<file path="config.mk">
export PLATFORM = sky130hd
export DESIGN_NAME = branch_predictor_btb
export DESIGN_NICKNAME = d
export VERILOG_FILES = /design/src/rtl/bp_pkg.sv /design/src/rtl/bp_sat_counter.sv /design/src/rtl/branch_predictor_btb.sv
export SDC_FILE = /design/constraint.sdc
export NUM_CORES = 1
export LEC_CHECK = 0
export BUFFER_PORTS_ARGS = -buffer_cell sky130_fd_sc_hd__buf_2
export CORE_UTILIZATION = 35
export CTS_CLUSTER_DIAMETER = 60
export DETAILED_ROUTE_END_ITERATION = 7
export HOLD_SLACK_MARGIN = 0.15
export PLACE_DENSITY = 0.57
export SYNTH_ARGS = -nofsm -noshare
export SYNTH_HDL_FRONTEND = slang
export SYNTH_HIERARCHICAL = 1
export SYNTH_SLANG_ARGS = --single-unit
</file>
<file path="constraint.sdc">
create_clock -name clk -period 10.3 [get_ports clk]
set_input_delay 2.575 -clock clk [delete_from_list [all_inputs] [get_ports clk]]
set_output_delay 2.575 -clock clk [all_outputs]
set_load 0.01 [all_outputs]
</file>
<file path="src/rtl/bp_pkg.sv">
// rtl/bp_pkg.sv - shared constants and types for the branch predictor / BTB
package bp_pkg;

  // RV32 branch condition codes (func3)
  localparam logic [2:0] BEQ  = 3'b000;
  localparam logic [2:0] BNE  = 3'b001;
  localparam logic [2:0] BLT  = 3'b100;
  localparam logic [2:0] BGE  = 3'b101;
  localparam logic [2:0] BLTU = 3'b110;
  localparam logic [2:0] BGEU = 3'b111;

  // 2-bit saturating counter states; the MSB is the taken prediction
  typedef enum logic [1:0] {
    SNT = 2'b00,
    WNT = 2'b01,
    WT  = 2'b10,
    ST  = 2'b11
  } ctr_t;

  // sequential instruction stride
  localparam int PC_INCREASE = 4;

endpackage

</file>
<file path="src/rtl/bp_sat_counter.sv">
// rtl/bp_sat_counter.sv - 2-bit saturating counter next-state logic
import bp_pkg::*;

module bp_sat_counter (
  input  ctr_t ctr,
  input  logic inc,
  input  logic force_st,
  output ctr_t ctr_next
);

  logic [1:0] raw;

  // force to strongly-taken, else saturating step up or down
  always_comb begin
    raw = ctr;
    if (force_st) begin
      raw = ST;
    end else if (inc) begin
      if (ctr != ST) raw = ctr + 2'd1;
    end else begin
      if (ctr != SNT) raw = ctr - 2'd1;
    end
    ctr_next = ctr_t'(raw);
  end

endmodule

</file>
<file path="src/rtl/branch_predictor_btb.sv">
// rtl/branch_predictor_btb.sv - BTB with 2-bit counters; BP_STATS_EN adds branch/mispredict counters
import bp_pkg::*;

module branch_predictor_btb #(
  parameter int DATA_W  = 16,
  parameter int ENTRIES = 16,
  parameter int INDEX_W = $clog2(ENTRIES),
  parameter int TAG_W   = DATA_W - 2 - INDEX_W
) (
  input  logic              clk,
  input  logic              rst,
  input  logic [DATA_W-1:0] if_pc,
  output logic              pred_hit,
  output logic              pred_taken,
  output logic [DATA_W-1:0] pred_target,
  input  logic              res_valid,
  input  logic [DATA_W-1:0] res_pc,
  input  logic [DATA_W-1:0] res_imm,
  input  logic [2:0]        res_func3,
  input  logic              res_is_jump,
  input  logic [DATA_W-1:0] res_rs1,
  input  logic [DATA_W-1:0] res_rs2,
  input  logic              res_pred_taken,
  input  logic [DATA_W-1:0] res_pred_target,
  output logic              res_mispredict,
`ifdef BP_STATS_EN
  output logic [15:0]       stat_branches,
  output logic [15:0]       stat_mispredicts,
`endif
  output logic [DATA_W-1:0] res_redirect_pc
);

  // table storage: valid and ctr are reset, tag and target are not
  logic              valid_q  [ENTRIES];
  logic [TAG_W-1:0]  tag_q    [ENTRIES];
  logic [DATA_W-1:0] target_q [ENTRIES];
  ctr_t              ctr_q    [ENTRIES];

  logic [INDEX_W-1:0] lk_idx;
  logic [TAG_W-1:0]   lk_tag;
  logic [INDEX_W-1:0] res_idx;
  logic [TAG_W-1:0]   res_tag;
  logic               res_hit;
  logic               cond;
  logic               res_taken;
  logic [DATA_W-1:0]  res_target;
  logic [DATA_W-1:0]  res_fallthrough;
  ctr_t               ctr_next;

  assign lk_idx  = if_pc[INDEX_W+1:2];
  assign lk_tag  = if_pc[DATA_W-1:INDEX_W+2];
  assign res_idx = res_pc[INDEX_W+1:2];
  assign res_tag = res_pc[DATA_W-1:INDEX_W+2];

  // fetch-side lookup reads the pre-edge table, no bypass of a same-cycle update
  always_comb begin
    pred_hit    = valid_q[lk_idx] && (tag_q[lk_idx] == lk_tag);
    pred_taken  = pred_hit && ctr_q[lk_idx][1];
    pred_target = pred_taken ? target_q[lk_idx] : if_pc + DATA_W'(PC_INCREASE);
  end

  // evaluate the branch condition from func3
  always_comb begin
    cond = 1'b0;
    case (res_func3)
      BEQ:     cond = (res_rs1 == res_rs2);
      BNE:     cond = (res_rs1 != res_rs2);
      BLT:     cond = ($signed(res_rs1) <  $signed(res_rs2));
      BGE:     cond = ($signed(res_rs1) >= $signed(res_rs2));
      BLTU:    cond = (res_rs1 <  res_rs2);
      BGEU:    cond = (res_rs1 >= res_rs2);
      default: cond = 1'b0;
    endcase
  end

  // actual outcome, mispredict flag and redirect address
  always_comb begin
    res_taken       = res_is_jump | cond;
    res_target      = res_pc + res_imm;
    res_fallthrough = res_pc + DATA_W'(PC_INCREASE);
    res_hit         = valid_q[res_idx] && (tag_q[res_idx] == res_tag);
    res_redirect_pc = res_taken ? res_target : res_fallthrough;
    res_mispredict  = res_valid &&
                      ((res_taken != res_pred_taken) ||
                       (res_taken && (res_pred_target != res_target)));
  end

  bp_sat_counter u_ctr (
    .ctr      (ctr_q[res_idx]),
    .inc      (res_taken),
    .force_st (res_is_jump),
    .ctr_next (ctr_next)
  );

  // valid/counter training; reset wins over a same-cycle update
  always_ff @(posedge clk) begin
    if (rst) begin
      for (int i = 0; i < ENTRIES; i++) begin
        valid_q[i] <= 1'b0;
        ctr_q[i]   <= WNT;
      end
    end else if (res_valid) begin
      if (res_hit) begin
        ctr_q[res_idx] <= ctr_next;
      end else if (res_taken) begin
        valid_q[res_idx] <= 1'b1;
        ctr_q[res_idx]   <= res_is_jump ? ST : WT;
      end
    end
  end

  // tag/target write on any taken resolve; tag only changes on allocation
  always_ff @(posedge clk) begin
    if (!rst && res_valid && res_taken) begin
      target_q[res_idx] <= res_target;
      if (!res_hit) tag_q[res_idx] <= res_tag;
    end
  end

`ifdef BP_STATS_EN
  // saturating event counters
  always_ff @(posedge clk) begin
    if (rst) begin
      stat_branches    <= '0;
      stat_mispredicts <= '0;
    end else begin
      if (res_valid && stat_branches != 16'hFFFF)
        stat_branches <= stat_branches + 16'd1;
      if (res_mispredict && stat_mispredicts != 16'hFFFF)
        stat_mispredicts <= stat_mispredicts + 16'd1;
    end
  end
`endif

endmodule

</file>
==> out/qor.csv, run 1 <==
metric,value,unit
RSZ-0062 raised after global routing,false,
Detailed Route Iter0 Violations,1457,
core area,64700,µm²
"Primary FF master, synth",edfxtp_1,
nets,1647,
pre-CTS WS,1.11,ns
clk root buf,clkbuf_16,
CTS Buf Count,51,
die width,259,µm
endpoints failing setup,0,
worst path bufs/invs,2,
Clock transition at path regs,0.06,ns
"Worst Path Class, Setup",primary input to output port,
Slew Limit Fails,0,
Crit. End Element,output port,
via count of the first global-routing pass,13900,
die height,259,µm
required time of the critical path,7.73,ns
"Seq/Total Area, Yosys",59.8,%
Placed Cells incl. Taps,2308,
LEAKAGE,8.84,nW
post-CTS resize count,0,
final wirelength,67400,µm
largest fanout on the critical path,49,
PnR worst setup slack,1.21,ns
initial antenna violation count,7,
Crit path max-delay family,simple AND/OR/NAND/NOR gates,
vias post-DR,13700,
total global routing overflow,0,
share of layout cells above drive strength 1,34.1,%
Post-DP HPWL,44400,µm
global-route wire length before repair,97100,µm
TritonCTS clock tree,built,
worst hold slack,0.490,ns
# IOs,139,
Site Rows,93,
worst vdd ir,0.000140,V
"antenna viol nets, final",0,
Finished Layout Cells,2398,
DRT Pass-1 Iters,5,
CTS max path bufs,3,
Max Cap Viol,0,
synthesized area,23000,µm²
Mapped Cells,1350,
H-tree depth,2,
Hold Path Class,flip-flop to flip-flop,
Worst-Margin Slew,1.31,ns
Vias/cell,5.73,
Rel. slew slack,12.1,%
TritonCTS Sinks,464,
final core occ,41.1,%
Critical Path AT,6.52,ns
crit path launch type,primary input,
global-route usage over all layers,20.1,%
Critical Path Max Stage Delay,1.05,ns
crit-path cells,"buf_6, mux4_2, nor2b_1, a211oi_1, a21oi_1, xnor2_1, nand4_1, or4_1, mux2i_1, buf_2",
post-route setup TNS,0,ns
fin crit share,88.3,%
largest net degree at the start of global routing,50,
syn_area_per_cell,17.1,µm²
RePlAce Congestion,0.877,
synth-to-layout area growth,15.3,%
Synth area leaders,"edfxtp_1 58%, mux4_2 17%, ha_1 2.0%",
asr flop ratio synth,0,%
Ys Warns,6,
Layout Skew,0.0121,ns
final hold viol count,0,
Syn Nets,1491,
Synth top area share,58.4,%
wire per inst,28.1,µm
number of synthesized flops with an enable pin,448,
DRC,0,
"FF+latch count, synth",464,
worst-skew pair later-pin latency,0.60,ns
hold_buf cts,0,
Slowest cell on crit path,or4_1,
Synth cell types,77,
outcome,completed,
port bufs,138,
die area,66800,µm²
Max Freq,110,MHz
starting density of the core,35.6,%
Final Critical Period,9.09,ns
Pwr per Cell Area,170,nW/µm²
leading area contributor after synthesis,edfxtp_1,
Post-CTS Setup Bufs,0,
==> worst paths after layout <==
path                                   from             end  slack, ns  cells past startpoint
worst max-delay path               if_pc[2]  pred_target[2]       1.21                     10
worst min-delay path             valid_q[7]      valid_q[7]       0.49                      1
worst max register to register  tag_q[1][3]     tag_q[3][6]       6.15                      9
worst min register to register   valid_q[7]      valid_q[7]       0.49                      1
==> stage by stage <==
stage | area (µm²) | power (mW)
after floorplan | 23000 | 2.54
after global placement | 24900 | 2.75
after detailed placement | 24900 | 2.76
after CTS | 26500 | 4.53
after global routing | 26600 | 4.65
final | 26600 | 4.51
==> layer usage <==
metal	track usage (%)	part of all wire [%]	vias up
met2	32.4	48	531
met3	3.54	7.4	80
met1	28.1	43	7228
met5	0	0.039	-
li1	-	-	5896
met4	5.42	2.4	4
==> final cells by class <==
cell class,instances,area (µm²)
Timing Repair Buffer,190,1090
Clock buffer,60,1350
Inverter,33,124
Fill cell,5920,38100
Sequential cell,464,13800
Tap cell,855,1070
Antenna cell,2,5.00
Multi-Input combinational cell,766,8870
Clock inverter,28,272
==> synth_stat cells, drive strengths merged, types with 16 or more instances <==
| cell type | count |
|---|---|
| o21ai | 25 |
| xnor2 | 44 |
| buf | 48 |
| xor2 | 18 |
| nand2 | 49 |
| a21oi | 26 |
| ha | 36 |
| mux2i | 33 |
| a2111oi | 16 |
| inv | 30 |
| o21a | 16 |
| dfxtp | 16 |
| mux2 | 24 |
| clkbuf | 39 |
| mux4 | 184 |
| nor2 | 46 |
| nor3 | 29 |
| edfxtp | 448 |
| nand3 | 38 |
==> worst reg2reg max path, cell delays in order, from the launching register on <==
cell       delay, ns
edfxtp_1        0.40
mux4_2          0.46
mux2i_1         0.53
a2111oi_1       0.22
o211ai_1        0.24
or2_1           0.14
buf_4           0.42
nand2_1         0.13
buf_4           0.27
nor2_2          0.94
==> sequential cells by signal, summed over array words and instances, names as in the netlist <==
register  count
ctr_q        32
tag_q       160
valid_q      16
target_q    256
==> cells in the final DEF, fill, tap and decap left out, types with 12 or more instances in the layout <==
cell type	count
ha_1	36
nand2_1	49
buf_2	135
mux4_2	176
clkbuf_16	53
or2_1	12
o21ai_0	23
nand3_1	38
dfxtp_1	16
xor2_1	18
o21a_1	16
edfxtp_1	448
nand4_1	15
nor2b_1	13
buf_4	54
a21oi_1	26
inv_1	30
xnor2_1	38
mux2i_1	33
nor2_2	17
nor3_1	13
mux2_2	15
nor2_1	28
==> cells by family after synthesis <==
family,share of synthesized area [%]
buf+inv,2.53
fa+ha+maj,2.04
compound gates,6.61
flops,59.8
mux,20.9
simple gates,5.35
xor+xnor,2.79
==> where the power goes <==
| part | total [mW] | leakage [nW] | switching (mW) | internal (mW) |
|---|---|---|---|---|
| clock network | 1.78 | 0.790 | 0.746 | 1.04 |
| registers | 2.15 | 4.17 | 0.00828 | 2.14 |
| logic | 0.573 | 3.88 | 0.358 | 0.215 |
| total | 4.51 | 8.84 | 1.11 | 3.40 |
Note: power is estimated with default switching activity, not from simulation.
==> run 2, diff against run 1 <==
- ABC_AREA: unset -> 1
- CORE_UTILIZATION: 35 -> 34
- PLACE_DENSITY: 0.57 -> 0.56
==> out/qor.csv, run 2 <==
metric,value,unit,change
Ant. Diodes,0,,-2
die area,71500,µm²,+6.9%
nets,2818,,+71%
"commonest non-fill, non-tap cell in the layout",nand2_1,,
"Worst Path Class, Setup",primary input to output port,,
number of synthesized flops with an enable pin,448,,unchanged
vias post-DR,19200,,+40%
Detailed Route Iter0 Violations,1971,,+35%
via count of the first global-routing pass,18200,,+31%
share of layout cells above drive strength 1,10.3,%,-24 points
fillers,6805,,+15%
crit-path cells,"buf_6, inv_4, a21oi_1, o21ai_0, nand2_1, nand2_1, nand2_1, inv_1, nand3_1, nand2_1, a21oi_1, nand2_1, nor2_2, nand3_2, o21ai_1, buf_2",,
port bufs,138,,unchanged
RSZ-0062 raised after global routing,false,,
"antenna viol nets, final",0,,unchanged
clk root buf,clkbuf_16,,
H-tree depth,2,,unchanged
final wirelength,76500,µm,+13%
Largest register FFs,256,,unchanged
CTS Buf Count,49,,-3.9%
Rel. slew slack,14.7,%,+2.6 points
post-route setup TNS,0,ns,unchanged
Slowest cell on crit path,buf_6,,
Layout Skew,0.0404,ns,+0.0283 ns
CTS max path bufs,3,,unchanged
Worst-Margin Slew,1.27,ns,-0.0341 ns
leading area contributor after synthesis,edfxtp_1,,
DRC,0,,unchanged
pre-CTS WS,1.91,ns,+0.801 ns
PnR worst setup slack,1.89,ns,+0.686 ns
worst hold slack,0.494,ns,+0.00467 ns
Simple-Gate Fraction of Synth Area,18.8,%,+13 points
Post-DP HPWL,50700,µm,+14%
crit-path most repeated cell,nand2_1,,
"FF+latch count, synth",464,,unchanged
Post-CTS Setup Bufs,0,,unchanged
final hold viol count,0,,unchanged
Clock transition at path regs,0.06,ns,about the same
Synth top area share,56.2,%,-2.2 points
"Primary FF master, synth",edfxtp_1,,
initial antenna violation count,2,,-5
Max Freq,119,MHz,+8.2%
Critical Path AT,5.83,ns,-0.69 ns
global-route usage over all layers,21.2,%,+1.1 points
global-route wire length before repair,113000,µm,+17%
starting density of the core,34.7,%,-0.95 points
wire per inst,21.0,µm,-25%
die height,267,µm,+3.4%
asr flop ratio synth,0,%,unchanged
Final Critical Period,8.41,ns,-0.686 ns
Synth Area in Compound Gates,13.0,%,+6.4 points
core area,69100,µm²,+6.8%
TritonCTS Sinks,464,,unchanged
Pwr per Cell Area,164,nW/µm²,-3.6%
multiplexer share of the synthesized area,0,%,-21 points
required time of the critical path,7.73,ns,about the same
Slew Limit Fails,0,,unchanged
Syn Nets,2728,,+83%
most common cell in the netlist,nand2_1,,
crit path launch type,primary input,,
largest fanout on the critical path,98,,+100%
Ys Warns,6,,unchanged
largest register by flop count,target_q,,
area share of fa/ha/maj cells after synthesis,1.97,%,-0.077 points
largest net degree at the start of global routing,179,,+260%
TritonCTS clock tree,built,,
largest family of logic cells by synthesized area,simple AND/OR/NAND/NOR gates,,
post-CTS resize count,0,,unchanged
total global routing overflow,0,,unchanged
Largest regs,"target_q x256, tag_q x160, ctr_q x32",,
worst vdd ir,0.000121,V,-14%
Vias/cell,5.28,,-7.8%
synth cell count leaders,"553 x nand2_1, 448 x edfxtp_1, 391 x nor2_1",,
DRT Pass-1 Iters,6,,+1
hold_buf cts,0,,unchanged
syn_area_per_cell,9.25,µm²,-46%
worst path bufs/invs,4,,+2
Crit. End Element,output port,,
RePlAce Congestion,0.904,,+3.1%
Site Rows,96,,+3.2%
Critical Path Max Stage Delay,0.50,ns,-0.55 ns
die width,267,µm,+3.4%
fin crit share,81.6,%,-6.7 points
Synth cell types,50,,-35%
outcome,completed,,
Mapped Cells,2587,,+92%
Synth area leaders,"edfxtp_1 56%, nand2_1 8.7%, nor2_1 6.1%",,
synthesized area,23900,µm²,+3.9%
# IOs,139,,unchanged
post-synthesis xor/xnor area fraction,1.69,%,-1.1 points
endpoints failing setup,0,,unchanged
worst-skew pair later-pin latency,0.62,ns,+0.02 ns
Max Cap Viol,0,,unchanged
Crit path max-delay family,buffers and inverters,,
Hold Path Class,flip-flop to flip-flop,,
synth-to-layout area growth,12.4,%,
LEAKAGE,10.5,nW,+18%
most frequent cells in the layout,"553 x nand2_1, 448 x edfxtp_1, 378 x nor2_1",,
"Seq/Total Area, Yosys",57.6,%,-2.3 points
## run 2: cell types whose count changed after synthesis, moves of 76 or more
cell and change:
a21oi_1 +76, inv_1 +204, mux4_2 -176, nand2_1 +504, nand3_1 +93, nor2_1 +345, o21ai_0 +249
## run 2: final cells by class
cell class,instances,area [µm²],share of cell area (%)
Inverter,242,913,3.40
Tap cell,931,1160,4.33
Timing Repair Buffer,181,1050,3.90
Multi-Input combinational cell,1739,8510,31.6
Clock buffer,63,1280,4.75
Clock inverter,24,205,0.763
Sequential cell,464,13800,51.2
## run 2: path summary, 6_finish.rpt
path | from | to | slack (ns) | cells past startpoint
min reg2reg | valid_q[4] | valid_q[4] | 0.49 | 2
max reg2reg | tag_q[4][3] | tag_q[9][5] | 6.48 | 15
max | if_pc[2] | pred_target[5] | 1.89 | 16
min | valid_q[4] | valid_q[4] | 0.49 | 2
## run 2: tightest hold or removal path: stages (launching register included)
cell     delay [ns]
dfxtp_1        0.31
inv_1          0.06
o22ai_1        0.07
## run 2: kinds of logic (layout without fill, tap and decap cells)
family | Yosys count | in the layout
fa+ha+maj | 37 | 37
simple gates | 1120 | 1120
buf+inv | 384 | 510
xor+xnor | 38 | 38
flops | 464 | 464
compound gates | 544 | 544
## run 2: per-layer routing
metal / global-route usage (%) / routed length [µm]
met2: 32.6 / 34000
met3: 3.31 / 6220
met4: 5.28 / 1510
met5: 0 / 23
met1: 31.1 / 34700
## run 2: metrics by stage
step                      cell area [µm²]  cells  power (mW)  utilization, %
final                               26900   3644        4.40            38.9
after global placement              25400   3557        2.77            36.8
after floorplan                     23900   2587        2.54               -
after CTS                           26900   3644        4.42            38.9
after global routing                26900   3644        4.56            38.9
after detailed placement            25400   3557        2.78            36.8
## run 2: power breakdown
part	switching (mW)	internal (mW)	leakage [nW]
Sequential	0.00668	2.14	4.15
Clock	0.749	0.909	0.714
Combinational	0.437	0.166	5.59
Total	1.19	3.21	10.5
==> run 3, diff against run 2 <==
- clock period: 10.3 -> 8 ns (I/O delays scaled with it)
==> out/qor.csv, run 3 (synthesis gave the netlist of run 2 again) <==
metric,value,unit,change
Rel. slew slack,17.3,%,+2.6 points
DRT Pass-1 Iters,5,,-1
reg2reg path depth,15,,unchanged
outcome,completed,,
core area,69100,µm²,unchanged
post-route setup TNS,0,ns,unchanged
Largest register FFs,256,,unchanged
initial antenna violation count,1,,-1
synth-to-layout area growth,13.9,%,
largest net degree at the start of global routing,131,,-27%
hold_buf cts,0,,unchanged
share of layout cells above drive strength 1,11.5,%,+1.2 points
Site Rows,96,,unchanged
most frequent cells in the layout,"553 x nand2_1, 448 x edfxtp_1, 378 x nor2_1",,
post-CTS resize count,0,,unchanged
final hold viol count,0,,unchanged
Hold Path Class,flip-flop to flip-flop,,
Vias/cell,5.32,,+0.75%
Worst Setup SP,res_rs1[15],,
Post-DP HPWL,53700,µm,+6.0%
Max Freq,138,MHz,
Ant. Diodes,0,,unchanged
Clock transition at path regs,0.06,ns,about the same
Largest regs,"target_q x256, tag_q x160, ctr_q x32",,
Layout Skew,0.0160,ns,-0.0244 ns
Detailed Route Iter0 Violations,2275,,+15%
nets,2843,,+0.89%
DRC,0,,unchanged
Critical Path AT,5.26,ns,-0.57 ns
largest fanout on the critical path,28,,-71%
fillers,6868,,+0.93%
fin crit share,90.7,%,
worst-skew pair later-pin latency,0.61,ns,about the same
RSZ-0062 raised after global routing,false,,
largest register by flop count,target_q,,
"Worst Path Class, Setup",primary input to output port,,
# IOs,139,,unchanged
global-route usage over all layers,22.2,%,+1.0 points
Pwr per Cell Area,217,nW/µm²,+32%
GR Layer Usage met2,34.9,%,+2.3 points
final wirelength,80100,µm,+4.6%
DP Area,25600,µm²,+0.73%
Max Cap Viol,0,,unchanged
Global Route met3 Usage,3.82,%,+0.51 points
die width,267,µm,unchanged
area of the multi-input gates,8510,µm²,unchanged
GR Layer Usage met1,31.4,%,+0.30 points
Slew Limit Fails,0,,unchanged
die area,71500,µm²,unchanged
Crit. End Element,output port,,
Post-CTS Setup Bufs,0,,unchanged
busiest layer in global routing,met2,,
clk root buf,clkbuf_16,,
endpoints failing setup,0,,unchanged
total global routing overflow,0,,unchanged
port bufs,138,,unchanged
global-route wire length before repair,118000,µm,+4.1%
TritonCTS Sinks,464,,unchanged
wire per inst,21.8,µm,+3.8%
crit path launch type,primary input,,
reg2reg start,tag_q[4][3],,
worst vdd ir,0.000132,V,+8.8%
required time of the critical path,6.00,ns,-1.73 ns
Seq. cell area,13800,µm²,unchanged
TritonCTS clock tree,built,,
starting density of the core,34.7,%,unchanged
H-tree depth,2,,unchanged
"commonest non-fill, non-tap cell in the layout",nand2_1,,
CTS max path bufs,3,,unchanged
Final Critical Period,7.26,ns,
RePlAce Congestion,0.925,,+2.3%
"antenna viol nets, final",0,,unchanged
LEAKAGE,10.7,nW,+2.0%
die height,267,µm,unchanged
Worst-Margin Slew,1.24,ns,-0.0377 ns
via count of the first global-routing pass,18600,,+1.9%
CTS Buf Count,51,,+4.1%
post-route design area,27200,µm²,+1.3%
Hold Startpoint,valid_q[15],,
Hold Path Depth,2,,unchanged
vias post-DR,19500,,+1.5%
run 3: changes by cell type in the layout (fill, tap and decap cells not counted):
cell / before / now
inv_16: 1 / 2
inv_6: 1 / 4
clkbuf_8: 0 / 2
clkinvlp_4: 1 / 2
clkinv_2: 5 / 7
buf_4: 43 / 65
clkbuf_1: 14 / 15
clkbuf_16: 49 / 51
clkinv_4: 1 / 0
clkinv_16: 2 / 0
bufinv_16: 1 / 5
buf_12: 2 / 3
clkinv_1: 14 / 6
run 3: stage by stage:
step	power, mW	cells	utilization (%)	hold slack, ns	worst slack (ns)
floorplan	3.27	2587	-	0.445	2.01
global placement	3.58	3580	37.1	0.462	0.754
detailed placement	3.59	3580	37.1	0.478	0.651
CTS	5.92	3672	39.5	0.493	0.627
global route	6.09	3672	39.5	0.515	0.379
finish	5.90	3672	39.5	0.499	0.743
run 3: final timing paths:
path / to / slack [ns]
min reg2reg: valid_q[15] / 0.50
min: valid_q[15] / 0.50
max: res_redirect_pc[6] / 0.74
max reg2reg: tag_q[14][3] / 4.38
run 3: per-layer routing:
metal  vias up  wire (µm)
met3       107       6700
met4         0       2020
li1       9077          -
met5         -          0
met2       882      35800
met1      9473      35600
run 3: area by class of cell:
type | count | area share (%)
sequential | 464 | 50.5
multi-input combinational | 1739 | 31.2
clock buffer | 68 | 4.99
timing repair buffer | 204 | 4.53
tap | 931 | 4.27
inverter | 242 | 3.35
clock inverter | 24 | 1.07
run 3: power by group:
group / internal (mW) / switching [mW]
clock network: 1.37 / 0.985
registers: 2.75 / 0.00890
logic: 0.221 / 0.571
total: 4.34 / 1.57
run 3: worst max-delay path, cell delays in order:
cell and delay (ns):
buf_2 0.10, ha_1 0.36, nand2_1 0.11, o21bai_1 0.11, nand2_1 0.06, a21oi_1 0.28, nand3_1 0.15, nand3_1 0.12
nand2_1 0.06, nor2_1 0.11, nand3_1 0.87, nand2_1 0.49, o21ai_0 0.20, buf_2 0.22
